<file path="src/rtl/rom_fetch_ctrl.sv">
// rtl/rom_fetch_ctrl.sv - ROM fetch bus master between the IF stage and the ROM slave
//
// Issues one word fetch at a time to the ROM. It drives the active-low CS_/As_
// strobes, waits for the registered Rdy_ handshake, and captures the block-RAM
// output one clock later. The fetched word is held with a valid/stall handshake.
//
// Optional feature macro: ROM_FETCH_TIMEOUT_EN
//   defined   -> ACCESS is aborted after TMO_CYC cycles without Rdy_, and err pulses
//   undefined -> ACCESS waits indefinitely, and err is tied low
//
// Ports
//   clk, reset          system clock; synchronous active-high reset
//   req, req_addr       fetch request and word address from the IF stage
//   req_ack             combinational accept strobe for the current cycle
//   flush               abort any in-flight or held fetch
//   stall               consumer not ready; hold insn/insn_valid
//   insn, insn_addr     fetched word and its address
//   insn_valid          insn holds valid data
//   busy, err           state != IDLE; one-cycle timeout abort pulse
//   CS_, As_, Addr      ROM strobes (active-low) and word address
//   RdData, Rdy_        ROM block-RAM output and active-low ready

module rom_fetch_ctrl #(
  parameter int ADDR_W  = 11,
  parameter int DATA_W  = 32,
  parameter int TMO_CYC = 16
) (
  input  logic              clk,
  input  logic              reset,
  input  logic              req,
  input  logic [ADDR_W-1:0] req_addr,
  output logic              req_ack,
  input  logic              flush,
  input  logic              stall,
  output logic [DATA_W-1:0] insn,
  output logic [ADDR_W-1:0] insn_addr,
  output logic              insn_valid,
  output logic              busy,
  output logic              err,
  output logic              CS_,
  output logic              As_,
  output logic [ADDR_W-1:0] Addr,
  input  logic [DATA_W-1:0] RdData,
  input  logic              Rdy_
);

  typedef enum logic [1:0] {
    IDLE    = 2'd0,
    ACCESS  = 2'd1,
    CAPTURE = 2'd2,
    READY   = 2'd3
  } state_t;

  state_t state, state_n;
  logic   accept;
  logic   timeout;

`ifdef ROM_FETCH_TIMEOUT_EN
  localparam int TW = $clog2(TMO_CYC + 1);
  localparam logic [TW-1:0] TMO_LAST = TW'(TMO_CYC - 1);
  logic [TW-1:0] tmo_cnt;
`else
  logic unused_tmo;
  assign unused_tmo = (TMO_CYC == 0);
`endif

  // A held word is consumed in the same cycle that a new request is accepted.
  // Because of that, READY can chain straight into the next ACCESS.
  always_comb begin
    accept  = req && !flush && ((state == IDLE) || ((state == READY) && !stall));
    req_ack = accept;
    timeout = 1'b0;
`ifdef ROM_FETCH_TIMEOUT_EN
    timeout = (state == ACCESS) && Rdy_ && (tmo_cnt == TMO_LAST);
`endif
    state_n = state;
    if (flush) begin
      state_n = IDLE;
    end else begin
      case (state)
        IDLE: begin
          if (accept) state_n = ACCESS;
        end
        ACCESS: begin
          if (!Rdy_)        state_n = CAPTURE;
          else if (timeout) state_n = IDLE;
        end
        CAPTURE: state_n = READY;
        READY: begin
          if (!stall) state_n = accept ? ACCESS : IDLE;
        end
        default: state_n = IDLE;
      endcase
    end
  end

  // Every output is derived from the next state, so the strobes, busy and
  // insn_valid change on the same edge as the state register.
  always_ff @(posedge clk) begin
    if (reset) begin
      state      <= IDLE;
      CS_        <= 1'b1;
      As_        <= 1'b1;
      Addr       <= '0;
      insn       <= '0;
      insn_addr  <= '0;
      insn_valid <= 1'b0;
      busy       <= 1'b0;
      err        <= 1'b0;
    end else begin
      state      <= state_n;
      CS_        <= (state_n != ACCESS);
      As_        <= (state_n != ACCESS);
      busy       <= (state_n != IDLE);
      insn_valid <= (state_n == READY);
      err        <= timeout && !flush;
      if (accept) Addr <= req_addr;
      // The BRAM output lags the address by one clock.
      // For that reason, the word is sampled in CAPTURE rather than on the Rdy_ edge.
      if ((state == CAPTURE) && !flush) begin
        insn      <= RdData;
        insn_addr <= Addr;
      end
    end
  end

`ifdef ROM_FETCH_TIMEOUT_EN
  always_ff @(posedge clk) begin
    if (reset) begin
      tmo_cnt <= '0;
    end else if ((state_n == ACCESS) && (state != ACCESS)) begin
      tmo_cnt <= '0;
    end else if (state == ACCESS) begin
      tmo_cnt <= tmo_cnt + 1'b1;
    end
  end
`endif

endmodule
</file>
<file path="config.mk">
export PLATFORM = sky130hd
export DESIGN_NAME = rom_fetch_ctrl
export DESIGN_NICKNAME = d
export VERILOG_FILES = /design/src/rtl/rom_fetch_ctrl.sv
export SDC_FILE = /design/constraint.sdc
export NUM_CORES = 1
export LEC_CHECK = 0
export BUFFER_PORTS_ARGS = -buffer_cell sky130_fd_sc_hd__buf_2
export CAP_MARGIN = 20
export CELL_PAD_IN_SITES_DETAIL_PLACEMENT = 1
export CELL_PAD_IN_SITES_GLOBAL_PLACEMENT = 1
export CORE_MARGIN = 2
export CORE_UTILIZATION = 33
export CTS_CLUSTER_SIZE = 24
export DETAILED_ROUTE_END_ITERATION = 7
export PLACE_DENSITY = 0.92
export SKIP_CTS_REPAIR_TIMING = 1
export SYNTH_ARGS = -nofsm -noshare
export SYNTH_HDL_FRONTEND = slang
export SYNTH_SLANG_ARGS = --single-unit
export TNS_END_PERCENT = 20
</file>
<file path="constraint.sdc">
create_clock -name clk -period 3.2 [get_ports clk]
set_clock_uncertainty 0.1 [all_clocks]
set_input_delay 0.48 -clock clk [delete_from_list [all_inputs] [get_ports clk]]
set_output_delay 0.48 -clock clk [all_outputs]
set_load 0.01 [all_outputs]
</file>
==> report_table.html <==
<table>
<tr><th>Metric</th><th>Value</th></tr>
<tr><th colspan="2">Logic synthesis</th></tr>
<tr><td>Portion of the post-synthesis area used by sequential elements</td><td>55.2%</td></tr>
<tr><td>Synth Area per Inst</td><td>8.17 um^2</td></tr>
<tr><td>Post-synthesis cell count</td><td>262</td></tr>
<tr><td>Syn. warnings</td><td>0</td></tr>
<tr><td>Syn nets</td><td>311</td></tr>
<tr><td>Cell area after synthesis</td><td>2140 um^2</td></tr>
<tr><td>Netlist cell types</td><td>24</td></tr>
<tr><td>Yosys reg bits</td><td>59</td></tr>
<tr><th colspan="2">Placement</th></tr>
<tr><td>Post-placement setup slack</td><td>1.31 ns</td></tr>
<tr><td>Port buffer count</td><td>107</td></tr>
<tr><td>Final Wtd Congestion</td><td>between 0.7 and 0.8</td></tr>
<tr><td>Cell count after placement</td><td>between 400 and 500</td></tr>
<tr><td>Detailed-placement wirelength estimate</td><td>roughly 4.3 mm</td></tr>
<tr><th colspan="2">STA</th></tr>
<tr><td>Summed negative setup slack over all endpoints</td><td>0 ns</td></tr>
<tr><td>Maximum clock frequency</td><td>494 MHz</td></tr>
<tr><td>Final-report hold violation count</td><td>0</td></tr>
<tr><td>Hold WS</td><td>0.282 ns</td></tr>
<tr><td>Final setup fails</td><td>0</td></tr>
<tr><td>Unrepaired setup endpoints after global routing</td><td>no</td></tr>
<tr><td>Setup WS post-layout</td><td>1.17 ns</td></tr>
<tr><td>Final Slew Violations</td><td>0</td></tr>
<tr><td>Part of the cycle the worst path needs</td><td>between 60% and 70%</td></tr>
<tr><td>Shortest clock period the worst path allows after layout</td><td>2.03 ns</td></tr>
<tr><td>Least-Margin Pin Slew</td><td>0.669 ns</td></tr>
<tr><td>Tightest slew margin relative to the limit</td><td>55.4%</td></tr>
<tr><th colspan="2">Final layout</th></tr>
<tr><td>Antenna Diode Count</td><td>0</td></tr>
<tr><td>Area growth from synthesis to layout</td><td>35.5%</td></tr>
<tr><td>Final core utilization</td><td>45.9%</td></tr>
<tr><td>Fraction of final layout cells sized beyond drive strength 1</td><td>34.7%</td></tr>
<tr><td>Count of fill cells added during filler insertion</td><td>811</td></tr>
<tr><td>Number of cells in the finished layout apart from fillers</td><td>~450</td></tr>
<tr><td>Net count of the finished layout</td><td>413</td></tr>
<tr><td>Most common library cell in the layout ignoring fill and taps</td><td>sky130_fd_sc_hd__buf_2</td></tr>
<tr><td>Leading cell types in the layout, fill and taps excluded</td><td>sky130_fd_sc_hd__buf_2 (107), sky130_fd_sc_hd__nand2_1 (87), sky130_fd_sc_hd__dfxtp_1 (59)</td></tr>
<tr><th colspan="2">CTS</th></tr>
<tr><td>Insertion delay of the later-clocked pin in the worst-skew pair</td><td>0.32 ns</td></tr>
<tr><td>CTS Buf Count</td><td>9</td></tr>
<tr><td>Cell at the root of the clock tree</td><td>sky130_fd_sc_hd__clkbuf_8</td></tr>
<tr><td>Clock Sinks</td><td>59</td></tr>
<tr><td>CTS H-tree lvls</td><td>3</td></tr>
<tr><td>CTS tree</td><td>done</td></tr>
<tr><td>CTS clock-pin slew for the worst setup and hold paths</td><td>about 0.070 ns</td></tr>
<tr><td>Longest Clk Path Bufs</td><td>2</td></tr>
<tr><th colspan="2">Setup path</th></tr>
<tr><td>Type of origin of the critical path</td><td>register</td></tr>
<tr><td>Origin of the critical flop-to-flop path</td><td>state[0]</td></tr>
<tr><td>Arrival time of data at the critical path endpoint</td><td>between 1 and 1.5 ns</td></tr>
<tr><td>Type of the worst setup path</td><td>reg -&gt; out</td></tr>
<tr><td>Maximum net fanout on the critical path</td><td>9</td></tr>
<tr><td>Critical Path Sink Type</td><td>primary output</td></tr>
<tr><td>Reg-to-Reg End</td><td>Addr[6]</td></tr>
<tr><td>Critical path data required time</td><td>about 2.6 ns</td></tr>
<tr><td>Worst Reg2Reg Path Length in Cells</td><td>3</td></tr>
<tr><td>Register-to-Register Setup Slack</td><td>1.64 ns</td></tr>
<tr><th colspan="2">Min path</th></tr>
<tr><td>Launch instance of the worst min-delay path</td><td>RdData[0]</td></tr>
<tr><td>Endpoint, Worst Hold</td><td>insn[0]</td></tr>
<tr><td>Worst hold path stage count</td><td>3</td></tr>
<tr><td>Kind of path behind the tightest hold check</td><td>in -&gt; reg</td></tr>
<tr><th colspan="2">GRT</th></tr>
<tr><td>Vias in the first global route</td><td>approximately 2,200</td></tr>
<tr><td>Wire length of the first global-routing pass</td><td>9.99 mm</td></tr>
<tr><td>Leftover overflow at the end of global routing</td><td>0</td></tr>
<tr><td>Global-route layer with the greatest usage</td><td>met2</td></tr>
<tr><td>Antenna violations before repair</td><td>0</td></tr>
<tr><td>GR Util All Layers</td><td>17.3%</td></tr>
<tr><td>M2 GR Usage</td><td>31.5%</td></tr>
<tr><td>Met3 routing resource usage after global routing</td><td>4.33%</td></tr>
<tr><td>Met1 usage in global routing</td><td>around a fifth</td></tr>
<tr><td>Pin count of the biggest net entering global routing</td><td>44</td></tr>
<tr><th colspan="2">Floorplan</th></tr>
<tr><td>Die area</td><td>7150 um^2</td></tr>
<tr><td>Die outline width</td><td>84.5 um</td></tr>
<tr><td>Top Ports</td><td>109</td></tr>
<tr><td>Number of cell rows</td><td>29</td></tr>
<tr><td>Initial standard-cell utilization of the core</td><td>33.9%</td></tr>
<tr><td>Core Region</td><td>6310 um^2</td></tr>
<tr><td>Vert. Die Dim</td><td>84.5 um</td></tr>
<tr><th colspan="2">Routing</th></tr>
<tr><td>Remaining antenna violation count</td><td>0</td></tr>
<tr><td>Remaining routing DRC violations</td><td>0</td></tr>
<tr><td>Vias post-DR</td><td>between 2,000 and 2,500</td></tr>
<tr><td>Via density</td><td>4.68</td></tr>
<tr><td>Number of iterations in the first detailed-routing pass</td><td>5</td></tr>
<tr><td>Detailed-route wire length per cell</td><td>between 10 and 15 um</td></tr>
<tr><td>Wire length reported by the detailed router</td><td>6.00 mm</td></tr>
<tr><td>Iter 0 DRT Violations</td><td>35</td></tr>
<tr><th colspan="2">Pwr</th></tr>
<tr><td>Cell Pwr Density</td><td>518 nW/um^2</td></tr>
<tr><td>Leakage Power</td><td>1.32 nW</td></tr>
<tr><td>Peak VDD IR</td><td>253 uV</td></tr>
<tr><th colspan="2">Run</th></tr>
<tr><td>Number of max-cap violations</td><td>0</td></tr>
<tr><th colspan="2">Outcome</th></tr>
<tr><td>Run status</td><td>finished, final reports clean</td></tr>
</table>
==> critical path: stages (launching register included) <==
cell and delay [ns]:
sky130_fd_sc_hd__dfxtp_1 0.39, sky130_fd_sc_hd__or2_1 0.28, sky130_fd_sc_hd__a21oi_1 0.26, sky130_fd_sc_hd__buf_2 0.19
==> logic make-up after synthesis <==
logic type,share of synthesized area [%]
flip-flops,55.2
other,0.175
AO/OA/AOI/OAI,15.2
buffers and inverters,7.07
AND/OR/NAND/NOR,22.4
==> synth_stat cells <==
library cell               number  area [um^2]
sky130_fd_sc_hd__a2111o_1       1         11.3
sky130_fd_sc_hd__a211o_1        1         8.76
sky130_fd_sc_hd__a21oi_1       45          225
sky130_fd_sc_hd__a31oi_1        1         6.26
sky130_fd_sc_hd__buf_2         10         50.1
sky130_fd_sc_hd__buf_4          2         15.0
sky130_fd_sc_hd__buf_6          1         11.3
sky130_fd_sc_hd__clkbuf_1       7         26.3
sky130_fd_sc_hd__conb_1         1         3.75
sky130_fd_sc_hd__dfxtp_1       59         1180
sky130_fd_sc_hd__inv_1         12         45.0
sky130_fd_sc_hd__inv_2          1         3.75
sky130_fd_sc_hd__nand2_1       87          327
sky130_fd_sc_hd__nand2b_1      12         75.1
sky130_fd_sc_hd__nand3b_1       1         7.51
sky130_fd_sc_hd__nor2_1         2         7.51
sky130_fd_sc_hd__nor3b_2        1         12.5
sky130_fd_sc_hd__nor4b_1        1         8.76
sky130_fd_sc_hd__nor4bb_1       1         10.0
sky130_fd_sc_hd__o21ai_0        1         5.00
sky130_fd_sc_hd__o22ai_1       11         68.8
sky130_fd_sc_hd__or2_1          1         6.26
sky130_fd_sc_hd__or2b_1         1         7.51
sky130_fd_sc_hd__or3b_1         2         17.5
==> sequential cells by signal, summed over array words and instances, names as in the netlist <==
name / cells
busy: 1
insn: 32
Addr: 11
As_: 1
insn_valid: 1
insn_addr: 11
state: 2
==> metrics by stage <==
stage          instance area [um^2]  total power [mW]
2_1_floorplan                  2140             0.806
3_5_place_dp                   2710             0.856
3_3_place_gp                   2710             0.852
4_1_cts                        2900              1.53
6_report                       2900              1.50
5_1_grt                        2900              1.57
==> power by group <==
part | internal, mW | switching, mW | total (mW)
sequential | 0.744 | 0.00777 | 0.752
clock | 0.377 | 0.286 | 0.663
combinational | 0.0408 | 0.0454 | 0.0862
==> routing by layer <==
metal  share of wire, %  vias up
met3                5.8       11
met5                  0        -
met1                 42      959
met2                 50       72
li1                   -     1045
met4                2.2        0
==> final cells by class <==
| class | count | area, um^2 | area share, % |
|---|---|---|---|
| repair buffers | 111 | 566 | 19.5 |
| flip-flops and latches | 59 | 1180 | 40.7 |
| well taps | 77 | 96.3 | 3.32 |
| clock inverters | 5 | 52.6 | 1.81 |
| clock buffers | 11 | 141 | 4.87 |
| inverters | 13 | 48.8 | 1.68 |
| multi-input cells | 170 | 815 | 28.1 |
==> worst max path at each step <==
stage          startpoint  cells after the start  slack [ns]      end
6_report         state[0]                      3        1.17  req_ack
5_1_grt          state[0]                      3        1.06  req_ack
4_1_cts          state[0]                      3        1.13  req_ack
3_5_place_dp        reset                      3        1.31  Addr[6]
3_3_place_gp        flush                      4        1.37  req_ack
2_1_floorplan    state[0]                      4        1.56  req_ack
Power figures use the tool's default switching activity.
